`config.mk`:
```
export PLATFORM = sky130hd
export DESIGN_NAME = inst_fetch
export DESIGN_NICKNAME = d
export VERILOG_FILES = /design/src/rtl/inst_fetch_pkg.sv /design/src/rtl/inst_fetch_fifo.sv /design/src/rtl/inst_fetch.sv
export SDC_FILE = /design/constraint.sdc
export NUM_CORES = 1
export LEC_CHECK = 0
export BUFFER_PORTS_ARGS = -buffer_cell sky130_fd_sc_hd__buf_2
export CELL_PAD_IN_SITES_DETAIL_PLACEMENT = 1
export CELL_PAD_IN_SITES_GLOBAL_PLACEMENT = 2
export CORE_MARGIN = 2
export CORE_UTILIZATION = 36
export DETAILED_ROUTE_END_ITERATION = 10
export PLACE_DENSITY_LB_ADDON = 0.1
export SLEW_MARGIN = 30
export SYNTH_ARGS = -nofsm -noshare
export SYNTH_HDL_FRONTEND = slang
export SYNTH_SLANG_ARGS = --single-unit
```
`constraint.sdc`:
```
create_clock -name clk -period 14.6 [get_ports clk]
set_input_delay 2.92 -clock clk [delete_from_list [all_inputs] [get_ports clk]]
set_output_delay 2.92 -clock clk [all_outputs]
set_load 0.1 [all_outputs]
```
`src/rtl/inst_fetch_pkg.sv`:
```
// Shared fetch-path macros, FSM encodings and PC helpers for the instruction-fetch slice.
// The macros are defined here so they are in scope for every later file in the compile.
`ifndef INST_FETCH_DEFINES
`define INST_FETCH_DEFINES
`define RomEnable   1'b1
`define RomDisable  1'b0
`define Zero        32'h0000_0000
`define InstAddrBus 31:0
`define InstBus     31:0
`define FetchIdle   1'b0
`define FetchRun    1'b1
`endif

package inst_fetch_pkg;

    localparam logic [0:0] StIdle = `FetchIdle;
    localparam logic [0:0] StRun  = `FetchRun;

    localparam int unsigned QueueDepth = 2;
    localparam int unsigned EntryWidth = 64;

    typedef struct packed {
        logic [`InstAddrBus] pc;
        logic [`InstBus]     inst;
    } fetch_entry_t;

    // Word-align a byte address.
    function automatic logic [31:0] align_pc(input logic [31:0] addr);
        return addr & ~32'h0000_0003;
    endfunction

    // Sequential PC; wraps naturally from 32'hFFFF_FFFC to 0.
    function automatic logic [31:0] incr_pc(input logic [31:0] pc);
        return pc + 32'd4;
    endfunction

endpackage

```
`src/rtl/inst_fetch_fifo.sv`:
```
// Two-entry {pc, inst} queue with a registered head; flush wins over push.
// The head register keeps its last contents when the queue empties or is flushed.
module inst_fetch_fifo
    import inst_fetch_pkg::*;
(
    input  logic        clk_i,
    input  logic        rst_i,
    input  logic        flush_i,
    input  logic        push_i,
    input  logic [63:0] push_data_i,
    input  logic        pop_i,
    output logic [1:0]  count_o,
    output logic [63:0] head_o
);

    logic [1:0]  count_q, count_d;
    logic [63:0] head_q, head_d;
    logic [63:0] tail_q, tail_d;
    logic        do_push, do_pop;

    // Pushes into a full queue and pops from an empty one are dropped.
    assign do_push = push_i & ((count_q < 2'(QueueDepth)) | (pop_i & (count_q != 2'd0)));
    assign do_pop  = pop_i & (count_q != 2'd0);

    always_comb begin
        count_d = count_q;
        head_d  = head_q;
        tail_d  = tail_q;
        if (flush_i) begin
            count_d = 2'd0;
        end else begin
            unique case (count_q)
                2'd0: begin
                    if (do_push) begin
                        head_d  = push_data_i;
                        count_d = 2'd1;
                    end
                end
                2'd1: begin
                    if (do_push && do_pop) begin
                        head_d = push_data_i;
                    end else if (do_push) begin
                        tail_d  = push_data_i;
                        count_d = 2'd2;
                    end else if (do_pop) begin
                        count_d = 2'd0;
                    end
                end
                2'd2: begin
                    if (do_pop) begin
                        head_d = tail_q;
                        if (do_push) begin
                            tail_d = push_data_i;
                        end else begin
                            count_d = 2'd1;
                        end
                    end
                end
                default: count_d = 2'd0;
            endcase
        end
    end

    always_ff @(posedge clk_i or posedge rst_i) begin
        if (rst_i) begin
            count_q <= 2'd0;
            head_q  <= {`Zero, `Zero};
            tail_q  <= {`Zero, `Zero};
        end else begin
            count_q <= count_d;
            head_q  <= head_d;
            tail_q  <= tail_d;
        end
    end

    assign count_o = count_q;
    assign head_o  = head_q;

endmodule

```
`src/rtl/inst_fetch.sv`:
```
// Instruction-fetch initiator: owns the PC, reads the single-cycle ROM and feeds decode
// through a two-entry queue. Redirects reload the PC and flush the queue.
module inst_fetch
    import inst_fetch_pkg::*;
#(
    parameter logic [31:0] RESET_PC = 32'h0000_0000
) (
    input  logic                clk,
    input  logic                rst,
    output logic                rom_ce,
    output logic [`InstAddrBus] rom_addr,
    input  logic [`InstBus]     rom_data,
    input  logic                redirect_valid,
    input  logic [`InstAddrBus] redirect_pc,
    output logic                inst_valid,
    output logic [`InstBus]     inst,
    output logic [`InstAddrBus] inst_pc,
    input  logic                inst_ready
);

    logic [0:0]  state_q, state_d;
    logic [31:0] pc_q, pc_d;
    logic        push, pop;
    logic [1:0]  count;
    logic [63:0] head;
    logic [63:0] push_data;

    always_comb begin
        state_d = state_q;
        unique case (state_q)
            StIdle:  state_d = StRun;
            StRun:   state_d = StRun;
            default: state_d = StIdle;
        endcase
    end

    assign pop  = inst_valid & inst_ready;
    // A pop frees a slot in the same cycle, so a full queue still streams at one per cycle.
    assign push = (state_q == StRun) & ~redirect_valid & ((count < 2'd2) | pop);

    always_comb begin
        pc_d = pc_q;
        if (redirect_valid) begin
            pc_d = align_pc(redirect_pc);
        end else if (push) begin
            pc_d = incr_pc(pc_q);
        end
    end

    always_ff @(posedge clk or posedge rst) begin
        if (rst) begin
            state_q <= StIdle;
            pc_q    <= RESET_PC;
        end else begin
            state_q <= state_d;
            pc_q    <= pc_d;
        end
    end

    assign push_data = {pc_q, rom_data};

    inst_fetch_fifo u_fifo (
        .clk_i       (clk),
        .rst_i       (rst),
        .flush_i     (redirect_valid),
        .push_i      (push),
        .push_data_i (push_data),
        .pop_i       (pop),
        .count_o     (count),
        .head_o      (head)
    );

    assign rom_ce     = push ? `RomEnable : `RomDisable;
    assign rom_addr   = pc_q;
    assign inst_valid = (count != 2'd0);
    assign inst_pc    = head[63:32];
    assign inst       = head[31:0];

endmodule

```
# Yosys cells after proc, flatten, opt, wreduce, memory -nomap -nowiden
# Cells that the tools add are included.
# classes
n_addsub,1
order_cmp,1
eq_ne,11
n_mux,19
bitwise,8
reduce_logical,9
# ops
op,count
two-way mux 64 bit,6
case mux 64 bit (3 select lines),1
case mux 64 bit (2 select lines),1
two-way mux 32 bit,2
adder 32 x 3 -> 32 bit (second input constant),1
two-way mux 2 bit,7
AND reduction 5 bit,2
inequality test 2 x 1 -> 1 bit (second input constant),3
inequality test 3 x 2 -> 1 bit (second input constant),2
inequality test 3 bit (second input constant),2
case mux 2 bit (3 select lines),1
nonzero test 2 bit,3
bitwise AND 1 bit,5
inequality test 4 x 2 -> 1 bit (second input constant),1
AND reduction 4 bit,1
nonzero test 3 bit,1
== test 2 x 1 -> 1 bit (second input constant),1
== test 2 bit (second input constant),1
logical NOT 2 bit,1
< comparator 2 bit (second input constant),1
inequality test 2 bit (second input constant),1
bitwise OR 1 bit,2
logical AND 1 bit,1
two-way mux 1 bit,1
NOT 1 bit,1
# totals
ff_bits,163
in_bits,68
wordCells,54

# Logic depth before layout (Yosys ltp)
# Gate-level depths: netlist of run 1.
# logic_depth
word_depth,9
mapped_depth,7
depth_no_buf,6

# Hierarchy
# A second synthesis of run 1 with hierarchy kept.
# unflattened
cells_unflattened,564
area_unflattened_um2,7860.0
# modules_own_cells
mod,instances,cells_per_inst,area_per_inst_um2
inst_fetch_fifo,1,362,5994.5
inst_fetch,1,202,1865.5

# Least setup slack after synthesis of run 1
# Ideal clock, no wire load.
# synth_timing
kind,input to output
startpoint,input redirect_valid
endpoint,output rom_ce
arrival_ns,4.040
required_time_ns,11.680
slack_ns,7.640
stages,4
cell_sequence,clkbuf_1 > nor2b_1 > nand2_1 > inv_1
# synth_between
elab_chain_len,4
# synth_rtl
element,line,text
from (decl),inst_fetch.sv:13,"input logic redirect_valid,"
NOT 1 bit (no line),n/a,
bitwise AND 1 bit (2 in a row),inst_fetch.sv:39,assign push = (state_q == StRun) & ~redirect_valid & ((count < 2'd2) | pop);
two-way mux 1 bit (no line),n/a,
to (decl),inst_fetch.sv:10,"output logic rom_ce,"
# Every way passes these cells.

# Worst setup path after layout of run 1
# Same ends and word-level chain as after synthesis.

==> results of run 1 <==
[where the power goes]
part | switching (W) | internal, W
clock network | 0.000185 | 0.000236
registers | 0.0000648 | 0.000536
logic | 0.000431 | 0.000113
[placed cells by master (no fill, tap or decap), types with 2 or more instances in the layout]
cell type,n
nand2_1,161
buf_2,159
dfrtp_1,157
nor2_1,72
mux2_2,62
a31oi_1,60
nand3_1,21
a21oi_1,17
clkbuf_16,17
o211ai_1,15
or3_1,8
o21ai_0,7
inv_1,6
o311ai_0,6
nand4_1,6
clkinvlp_4,6
buf_4,6
nor3_1,5
o31ai_1,5
conb_1,5
nor2b_1,4
nand2b_1,4
and4_1,4
or4_1,4
a221o_1,3
nor4_1,3
clkbuf_1,3
nor2b_4,2
nor3b_1,2
and2_1,2
xnor2_1,2
xor2_1,2
or4_2,2
or2_2,2
clkinv_4,2
inv_6,2
[synthesized netlist by cell type, drive strengths merged]
cell type  number  share of area
nand4           7         0.0084
nor3b           2         0.0021
mux2           62          0.099
or4             6         0.0068
or3             8         0.0071
xnor2           2         0.0025
and3            1        0.00089
o31a            1         0.0012
o311ai          6         0.0075
o41ai           1         0.0012
nor3            5         0.0036
a31o            1         0.0012
dfrtp         157           0.56
and4            4         0.0050
or3b            1         0.0012
o31ai           5         0.0053
a21oi          18          0.013
a221o           3         0.0043
xor2            2         0.0025
inv             7         0.0037
conb            2         0.0011
nor2           72          0.038
mux2i           1         0.0014
nand2         161          0.086
buf            18          0.012
o211ai         15          0.016
and2            2         0.0018
ha              1         0.0018
a31oi          60          0.053
nor4            3         0.0027
nor2b           6         0.0053
nand3          21          0.015
o21bai          1         0.0011
or2             2         0.0018
nand2b          5         0.0044
o21ai           7         0.0050
clkbuf         31          0.017
nand3b          1         0.0011
[final timing paths]
check,cells after the start,to,slack [ps]
worst min register to register,1,u_fifo.tail_q[51]$_DFFE_PP0P_,500
worst max-delay path,5,rom_ce,7120
worst min-delay path,1,u_fifo.tail_q[51]$_DFFE_PP0P_,500
worst max register to register,7,u_fifo.head_o[48]$_DFFE_PP0P_,11480
min in group asynchronous,2,u_fifo.head_o[52]$_DFFE_PP0P_,2630
max in group asynchronous,3,u_fifo.tail_q[54]$_DFFE_PP0P_,10720
[sequential cells by signal (all words and copies together) (netlist names)]
| name | cells |
|---|---|
| u_fifo.tail_q | 62 |
| u_fifo.count_o | 2 |
| rom_addr | 30 |
| u_fifo.head_o | 62 |
| state_q | 1 |
[worst register-to-register path, stage by stage, from the launching register on]
cell	delay, ps
dfrtp_1	510
nor2b_4	590
o21ai_0	290
a21oi_4	190
buf_4	550
buf_4	630
nor2_1	120
a31oi_1	170
[through the flow]
stage / util / setup slack, ps / hold slack (ps)
floorplan: - / 7450 / 481
global route: 0.446 / 7000 / 519
CTS: 0.446 / 7110 / 511
global placement: 0.416 / 7160 / 489
finish: 0.446 / 7120 / 505
detailed placement: 0.418 / 7120 / 495
[kinds of logic (layout without fill, tap and decap cells)]
group / Yosys count / after routing / synth area share
and+or+nand+nor: 307 / 307 / 0.191
adders and majority gates: 1 / 1 / 0.00178
xor gates and xnor gates: 4 / 4 / 0.00498
other: 2 / 5 / 0.00107
DFF: 157 / 157 / 0.558
AOI/OAI and AO/OA: 118 / 118 / 0.109
muxes: 63 / 63 / 0.101
buffers and inverters: 56 / 205 / 0.0327
[per-layer routing]
metal	global-route usage	wire length, um	vias up
met5	0	0	-
met2	0.350	10100	103
li1	-	-	2743
met3	0.0433	846	19
met4	0.0557	235	0
met1	0.253	9070	2990
[area by class of cell]
cell class | instances | area share
repair buffers | 166 | 0.101
flip-flops and latches | 157 | 0.455
clock inverters | 12 | 0.0133
clock buffers | 20 | 0.0506
multi-input cells | 498 | 0.338
well taps | 265 | 0.0384
inverters | 7 | 0.00391
==> key figures, run 1 <==
Logic synthesis
  • Synth Instances: just over 700
  • Synthesized area per cell: between 9 and 10 um2
  • Synthesized flop and latch total: roughly 160
  • Synth unique cells: 42
  • Mapped cell area: 0.00704 mm2
  • Syn. warnings: 0
  • Register area share after synthesis: 0.558

Detailed routing
  • Via count: just under 6,000
  • Antenna viol nets, final: 0
  • DR DRC count: 0
  • Final wirelength: around 20,000 um
  • 1st-iter DRT viols: roughly 230
  • Drt wl/cell: approximately 18 um
  • Vias/cell: 5.20
  • TritonRoute pass-1 iters: 4

Layout
  • Layout cells sized above 1: 0.312
  • Nets: slightly above 900
  • Area growth from synthesis to layout: 22.7%
  • Fillers: between 2,000 and 2,500
  • Non-filler cells in the finished layout: about 1,100
  • Post-layout instance area: 0.00863 mm2
  • FF/Latch Area: slightly below 0.004 mm2
  • Area occupied by multi-input gates: about 0.0029 mm2
  • ANT cells: 0

Clock tree
  • CTS sink cnt: 157
  • Number of setup buffers added after CTS: 0
  • Root Buffer: clkbuf_16
  • Worst-Skew Late Latency: roughly 430 ps
  • Cts bufs inserted: 17
  • Cts repair resizes: 0
  • Post-CTS Hold Buffers: 0
  • CTS Buffer Depth: 2
  • CTS HTree Levels: 4
  • Worst-path clk slew: about 60 ps
  • CTS tree: built

Hold path
  • Worst Min Path Start: u_fifo.tail_q[51]$_DFFE_PP0P_
  • Worst Hold Class: reg -> reg

Die
  • FP Rows: roughly 50
  • Die Wd: between 100 and 150 um
  • Core area: 0.0193 mm2
  • Starting Density: 0.364
  • Ports: ~170
  • Die ar.: ~0.021 mm2
  • Die H: around 140 um

Critical path
  • Slowest cell on crit path: buf_2
  • Crit path from: redirect_valid
  • CP endpoint kind: output pin
  • Top delay family on crit path: buffers and inverters
  • WP buf/inv: 3
  • Most common cell on crit path: buf_2
  • Crit path cell chain: buf_2 -> nor2b_1 -> nand2_1 -> inv_1 -> buf_2
  • CP Launch Type: input port
  • Largest fanout on the critical path: 45
  • Req. time, crit path: 11,680 ps
  • Worst path arrival time: 4560 ps
  • Kind of critical path: in -> out
  • Crit-path max cell delay: approximately 480 ps
  • R2r startpoint: u_fifo.count_o[1]$_DFFE_PP0P_

Placement
  • Routability cong.: 0.784
  • Placed cell areas: ~0.0081 mm2
  • Placed insts: 1,093
  • Post-DP HPWL: between 10,000 and 15,000 um
  • Number of port buffers: around 160

Power and ir drop
  • Pwr dens: roughly 180 mW/mm2
  • Power Total: about 0.0016 W
  • P_leak: between 3 and 4 nW
  • VDD IR max: 81.2 uV

GRT
  • First-pass GRT wire length: ~32,000 um
  • Vias in the first global route: a little over 6,000
  • Global route overflow: 0
  • Total track usage: 0.201
  • Largest net degree at the start of global routing: 107
  • Antenna violations before repair: 0

Timing
  • Final worst-path cycle share: 0.512
  • Clk_skew: between 7 and 8 ps
  • Min Tclk post-route: 7480 ps
  • RSZ-0062 raised after global routing: no
  • Slew headroom: 0.401
  • Slew @ Worst Pin: approximately 900 ps
  • Max Slew Vio Count: 0
  • Sum Neg Setup Slack: 0 ps
  • Max Clock Freq: 0.134 GHz
  • Final Hold Fails: 0
  • Final setup fails: 0

Status
  • Status: finished, final reports clean

Flow run
  • Number of max-cap violations: 0
Power figures use the tool's default switching activity.
==> inputs of run 2 (changes only) <==
Settings changed: CORE_UTILIZATION 36 to 30.
Clock period 14.6 ns to 6.6 ns, I/O delays scaled along.
==> key figures, run 2 (synthesis results as in run 1) <==
Status
  • Status: finished, final reports clean (unchanged)

Power and ir drop
  • P_leak: 3.83 nW (was 3.81 nW)
  • VDD IR max: 153 uV (was 81.2 uV)
  • Pwr dens: 403 mW/mm2 (was 181 mW/mm2)
  • Switch Pwr: 0.00154 W (was 0.000681 W)
  • Switch share: 0.440 (was 0.435)
  • Flop pwr share: 0.378 (was 0.384)
  • Combinational Power Share: 0.343 (was 0.347)
  • Clock network power share: 0.279 (was 0.269)
  • Pint: 0.00197 W (was 0.000884 W)

GRT
  • Total track usage: 0.177 (was 0.201)
  • Global route overflow: 0 (unchanged)
  • Largest net degree at the start of global routing: 87 (was 107)
  • First-pass GRT wire length: 33,700 um (was 32,200 um)
  • Vias in the first global route: 6,202 (was 6,168)
  • Antenna violations before repair: 1 (was 0)

Clock tree
  • Worst-Skew Late Latency: 430 ps (about the same)
  • CTS tree: built (unchanged)
  • Root Buffer: clkbuf_16 (unchanged)
  • CTS Buffer Depth: 2 (unchanged)
  • CTS sink cnt: 157 (unchanged)
  • Post-CTS Hold Buffers: 0 (unchanged)
  • CTS HTree Levels: 4 (unchanged)
  • Worst-path clk slew: 60 ps (about the same)
  • Cts repair resizes: 0 (unchanged)
  • Cts bufs inserted: 17 (unchanged)
  • Number of setup buffers added after CTS: 0 (unchanged)

Die
  • Die Wd: 157 um (was 144 um)
  • Starting Density: 0.302 (was 0.364)
  • Die ar.: 0.0247 mm2 (was 0.0207 mm2)
  • FP Rows: 56 (was 51)
  • Die H: 157 um (was 144 um)
  • Core area: 0.0233 mm2 (was 0.0193 mm2)
  • Ports: 166 (unchanged)

Critical path
  • WP buf/inv: 4 (was 3)
  • Slowest cell on crit path: buf_2 (unchanged)
  • Crit-path max cell delay: 480 ps (about the same)
  • R2r startpoint: u_fifo.count_o[1]$_DFFE_PP0P_ (unchanged)
  • CP Launch Type: input port (unchanged)
  • R2R setup slack: 3640 ps (was 11,480 ps)
  • Kind of critical path: in -> out (unchanged)
  • Req. time, crit path: 5280 ps (was 11,680 ps)
  • R2R Path End: u_fifo.head_o[53]$_DFFE_PP0P_ (was u_fifo.head_o[48]$_DFFE_PP0P_)
  • Most common cell on crit path: buf_2 (unchanged)
  • Crit path from: redirect_valid (unchanged)
  • Setup crit end: rom_ce (unchanged)
  • Crit path cell chain: buf_2 -> buf_4 -> nor2b_1 -> nand2_1 -> inv_1 -> buf_2 (was buf_2 -> nor2b_1 -> nand2_1 -> inv_1 -> buf_2)
  • Largest fanout on the critical path: 45 (unchanged)
  • Worst path arrival time: 2880 ps (was 4560 ps)
  • CP endpoint kind: output pin (unchanged)
  • Reg2Reg Depth: 7 (unchanged)
  • Instance count on the critical path: 6 (was 5)
  • Top delay family on crit path: buffers and inverters (unchanged)

Detailed routing
  • TritonRoute pass-1 iters: 5 (was 4)
  • Final wirelength: 20,800 um (was 20,300 um)
  • 1st-iter DRT viols: 314 (was 232)
  • DR DRC count: 0 (unchanged)
  • Drt wl/cell: 17.6 um (was 18.0 um)
  • Vias/cell: 5.00 (was 5.20)
  • Via count: 5,902 (was 5,855)
  • Antenna viol nets, final: 0 (unchanged)

Layout
  • Layout cells sized above 1: 0.315 (was 0.312)
  • Most common cell after layout, fill and taps aside: nand2_1 (unchanged)
  • Post-layout util: 0.374 (was 0.446)
  • Most frequent cells in the layout: nand2_1 (161), buf_2 (159), dfrtp_1 (157) (unchanged)
  • Area growth from synthesis to layout: 23.8% (was 22.7%)
  • Nets: 916 (unchanged)
  • Post-layout instance area: 0.00871 mm2 (was 0.00863 mm2)

Timing
  • RSZ-0062 raised after global routing: no (unchanged)
  • Final worst slack: 2400 ps (was 7120 ps)
  • Max Slew Vio Count: 0 (unchanged)
  • Sum Neg Setup Slack: 0 ps (unchanged)
  • Min Tclk post-route: about 4200 ps
  • Final Hold Fails: 0 (unchanged)
  • Clk_skew: 12.1 ps (was 7.08 ps)
  • Slew headroom: 0.406 (was 0.401)
  • Final worst-path cycle share: 0.636
  • Max Clock Freq: between 0.2 and 0.25 GHz
  • Slew @ Worst Pin: 889 ps (was 899 ps)
  • Worst hold margin: 509 ps (was 505 ps)
  • Final setup fails: 0 (unchanged)

Placement
  • Post-DP HPWL: 13,700 um (was 13,600 um)
  • Placed cell areas: 0.00812 mm2 (was 0.00808 mm2)
  • Number of port buffers: 159 (unchanged)
  • Routability cong.: 0.725 (was 0.784)
  • Pre-CTS WS: 2410 ps (was 7120 ps)

Flow run
  • Number of max-cap violations: 0 (unchanged)

Hold path
  • Worst Hold Class: reg -> reg (unchanged)
run 2: changes by cell type in the layout (fill, tap and decap cells not counted):
cell and delta:
clkinvlp_4 -5, diode_2 +1, inv_6 +5, clkbuf_1 -3, buf_6 +1, buf_16 -1
inv_8 +1, clkinv_4 +2
run 2: stage by stage:
step | cells | total power (W)
floorplan | 711 | 0.00232
global placement | 1147 | 0.00253
detailed placement | 1147 | 0.00256
CTS | 1179 | 0.00356
global route | 1179 | 0.00369
finish | 1180 | 0.00351
run 2: power by group through the flow:
stage | Clock, W | Sequential [W] | Combinational [W]
after floorplan | 0 | 0.00202 | 0.000303
after global placement | 0 | 0.00133 | 0.00120
after detailed placement | 0 | 0.00135 | 0.00122
after CTS | 0.00101 | 0.00133 | 0.00122
after global routing | 0.00106 | 0.00136 | 0.00127
final | 0.000981 | 0.00133 | 0.00120
run 2: routing by layer:
metal  share of wire  up-vias  global-route usage
li1                -     2758                   -
met1            0.44     3002               0.227
met2            0.49      121               0.296
met3           0.053       21              0.0441
met4           0.012        0              0.0511
met5               0        -                   0
run 2: area by class of cell:
cell class / count / area [um2]
fillers: 2692 / 14600
diodes: 1 / 2.50
clock inverters: 15 / 153
multi-input cells: 498 / 2920
clock buffers: 17 / 425
inverters: 7 / 31.3
well taps: 319 / 399
flip-flops and latches: 157 / 3930
repair buffers: 166 / 852
run 2: worst register-to-register path: stages (launching register included):
cell and delay [ps]:
dfrtp_1 510, nor2b_4 210, buf_4 660, o21ai_0 330, a21oi_4 210, buf_4 600
nor2_1 180, a31oi_1 190
run 2: worst min path at each step:
stage                                  start                             to  slack, ps  cells after the start
4_1_cts        u_fifo.tail_q[41]$_DFFE_PP0P_  u_fifo.tail_q[41]$_DFFE_PP0P_        510                      1
5_1_grt        u_fifo.tail_q[30]$_DFFE_PP0P_  u_fifo.tail_q[30]$_DFFE_PP0P_        530                      1
2_1_floorplan   u_fifo.tail_q[0]$_DFFE_PP0P_   u_fifo.tail_q[0]$_DFFE_PP0P_        480                      1
6_report       u_fifo.tail_q[59]$_DFFE_PP0P_  u_fifo.tail_q[59]$_DFFE_PP0P_        510                      1
3_5_place_dp   u_fifo.tail_q[41]$_DFFE_PP0P_  u_fifo.tail_q[41]$_DFFE_PP0P_        500                      1
3_3_place_gp    u_fifo.tail_q[4]$_DFFE_PP0P_   u_fifo.tail_q[4]$_DFFE_PP0P_        490                      1
==> inputs of run 3 (changes only) <==
Settings changed: CORE_UTILIZATION 30 to 33.
Clock period 6.6 ns to 3.9 ns, I/O delays scaled along.
==> key figures, run 3 (synthesis results as in run 1) <==
Placement
  • Routability cong.: 0.734 (was 0.725)
  • Post-DP HPWL: 14,100 um (was 13,700 um)
  • Number of port buffers: 159 (unchanged)

Clock tree
  • Number of setup buffers added after CTS: 0 (unchanged)
  • Post-CTS Hold Buffers: 0 (unchanged)
  • Worst-Skew Late Latency: 430 ps (about the same)
  • CTS HTree Levels: 4 (unchanged)
  • Root Buffer: clkbuf_16 (unchanged)
  • CTS sink cnt: 157 (unchanged)
  • Cts bufs inserted: 17 (unchanged)
  • CTS Buffer Depth: 2 (unchanged)
  • Cts repair resizes: 0 (unchanged)
  • Worst-path clk slew: 70 ps (was 60 ps)
  • CTS tree: built (unchanged)

Die
  • Die Wd: 150 um (was 157 um)
  • Core area: 0.0210 mm2 (was 0.0233 mm2)
  • FP Rows: 53 (was 56)
  • Die H: 150 um (was 157 um)
  • Starting Density: 0.336 (was 0.302)
  • Die ar.: 0.0225 mm2 (was 0.0247 mm2)
  • Ports: 166 (unchanged)

Critical path
  • Req. time, crit path: 3120 ps (was 5280 ps)
  • Crit path cell chain: nor2b_1 -> nand2_1 -> inv_1 -> buf_2 (was buf_2 -> buf_4 -> nor2b_1 -> nand2_1 -> inv_1 -> buf_2)
  • Largest fanout on the critical path: 8 (was 45)
  • Crit-path max cell delay: 480 ps (about the same)
  • Worst path arrival time: 2040 ps (was 2880 ps)
  • CP Launch Type: flip-flop (was input port)
  • CP endpoint kind: output pin (unchanged)
  • Slowest cell on crit path: buf_2 (unchanged)
  • Kind of critical path: reg -> out (was in -> out)

Timing
  • Worst hold margin: 417 ps (was 509 ps)
  • Slew @ Worst Pin: 723 ps (was 889 ps)
  • Clk_skew: 8.77 ps (was 12.1 ps)
  • Final worst-path cycle share: 0.724
  • Slew headroom: 0.518 (was 0.406)
  • RSZ-0062 raised after global routing: no (unchanged)
  • Max Clock Freq: roughly 0.35 GHz
  • Final Hold Fails: 0 (unchanged)
  • Max Slew Vio Count: 0 (unchanged)
  • Min Tclk post-route: 2820 ps
  • Sum Neg Setup Slack: 0 ps (unchanged)
  • Final setup fails: 0 (unchanged)

Layout
  • Nets: 919 (was 916)
  • Area growth from synthesis to layout: 24.0% (was 23.8%)
  • Post-layout util: 0.416 (was 0.374)
  • Most frequent cells in the layout: nand2_1 (161), buf_2 (159), dfrtp_1 (157) (unchanged)
  • ANT cells: 0 (was 1)
  • Most common cell after layout, fill and taps aside: nand2_1 (unchanged)
  • Layout cells sized above 1: 0.316 (was 0.315)

Detailed routing
  • Drt wl/cell: 18.2 um (was 17.6 um)
  • Antenna viol nets, final: 0 (unchanged)
  • DR DRC count: 0 (unchanged)
  • Vias/cell: 5.17 (was 5.00)
  • 1st-iter DRT viols: 258 (was 314)
  • Via count: 5,882 (was 5,902)
  • TritonRoute pass-1 iters: 6 (was 5)
  • Final wirelength: 20,700 um (was 20,800 um)

Status
  • Status: finished, final reports clean (unchanged)

Power and ir drop
  • VDD IR max: 273 uV (was 153 uV)
  • Switch Pwr: 0.00256 W (was 0.00154 W)
  • Clock network power share: 0.290 (was 0.279)
  • Pwr dens: 692 mW/mm2 (was 403 mW/mm2)
  • Pint: 0.00348 W (was 0.00197 W)
  • Flop pwr share: 0.372 (was 0.378)
  • P_leak: 3.86 nW (was 3.83 nW)
  • Switch share: 0.424 (was 0.440)
  • Combinational Power Share: 0.338 (was 0.343)

GRT
  • Largest net degree at the start of global routing: 86 (was 87)
  • Total track usage: 0.191 (was 0.177)
  • Vias in the first global route: 6,297 (was 6,202)
  • Global route overflow: 0 (unchanged)
  • Antenna violations before repair: 0 (was 1)
  • First-pass GRT wire length: 33,400 um (was 33,700 um)

Flow run
  • Number of max-cap violations: 0 (unchanged)

Hold path
  • Worst Hold Class: in -> async (was reg -> reg)
==> run 3: power groups by stage <==
| stage | clock [W] | combinational (W) | sequential, W |
|---|---|---|---|
| CTS | 0.00179 | 0.00206 | 0.00226 |
| global placement | 0 | 0.00202 | 0.00225 |
| global route | 0.00187 | 0.00215 | 0.00231 |
| detailed placement | 0 | 0.00206 | 0.00228 |
| floorplan | 0 | 0.000513 | 0.00341 |
| finish | 0.00175 | 0.00204 | 0.00225 |
==> run 3: worst max-delay path, delay by kind of cell, from the launching register on <==
kind,cells,cell delay (ps)
flip-flops,1,440
buffers and inverters,2,730
AND/OR/NAND/NOR,2,430
==> run 3: area by class of cell <==
class | count | area, um2
clock buffer | 20 | 457
clock inverter | 12 | 161
fill | 2463 | 12200
inverter | 7 | 30.0
multi-input combinational | 498 | 2920
sequential | 157 | 3930
tap | 275 | 344
timing repair buffer | 169 | 883
==> run 3: stage by stage <==
step           cell area, um2  instances  setup WS [ps]  total power [W]
2_1_floorplan            7050        711            910          0.00393
3_3_place_gp             8100       1106           1130          0.00427
3_5_place_dp             8110       1106           1000          0.00435
4_1_cts                  8730       1138           1050          0.00611
5_1_grt                  8730       1138            901          0.00633
6_report                 8730       1138           1080          0.00604
==> run 3: path summary, 6_finish.rpt <==
check | slack, ps | cells after the start | endpoint | from
setup / recovery | 1080 | 4 | rom_ce | state_q$_DFF_PP0_
hold / removal | 420 | 2 | u_fifo.head_o[48]$_DFFE_PP0P_ | rst
setup reg to reg | 1320 | 7 | u_fifo.head_o[16]$_DFFE_PP0P_ | u_fifo.count_o[1]$_DFFE_PP0P_
hold reg to reg | 510 | 1 | u_fifo.tail_q[61]$_DFFE_PP0P_ | u_fifo.tail_q[61]$_DFFE_PP0P_
max in group asynchronous | 2410 | 3 | u_fifo.tail_q[28]$_DFFE_PP0P_ | rst
min in group clk | 510 | 1 | u_fifo.tail_q[61]$_DFFE_PP0P_ | u_fifo.tail_q[61]$_DFFE_PP0P_
==> run 3: routing by layer <==
layer  track usage  part of all wire  wire (um)
met1         0.242              0.45       9220
met5             0                 0          0
met4        0.0509             0.012        240
met3        0.0460             0.046        957
met2         0.328              0.50      10200
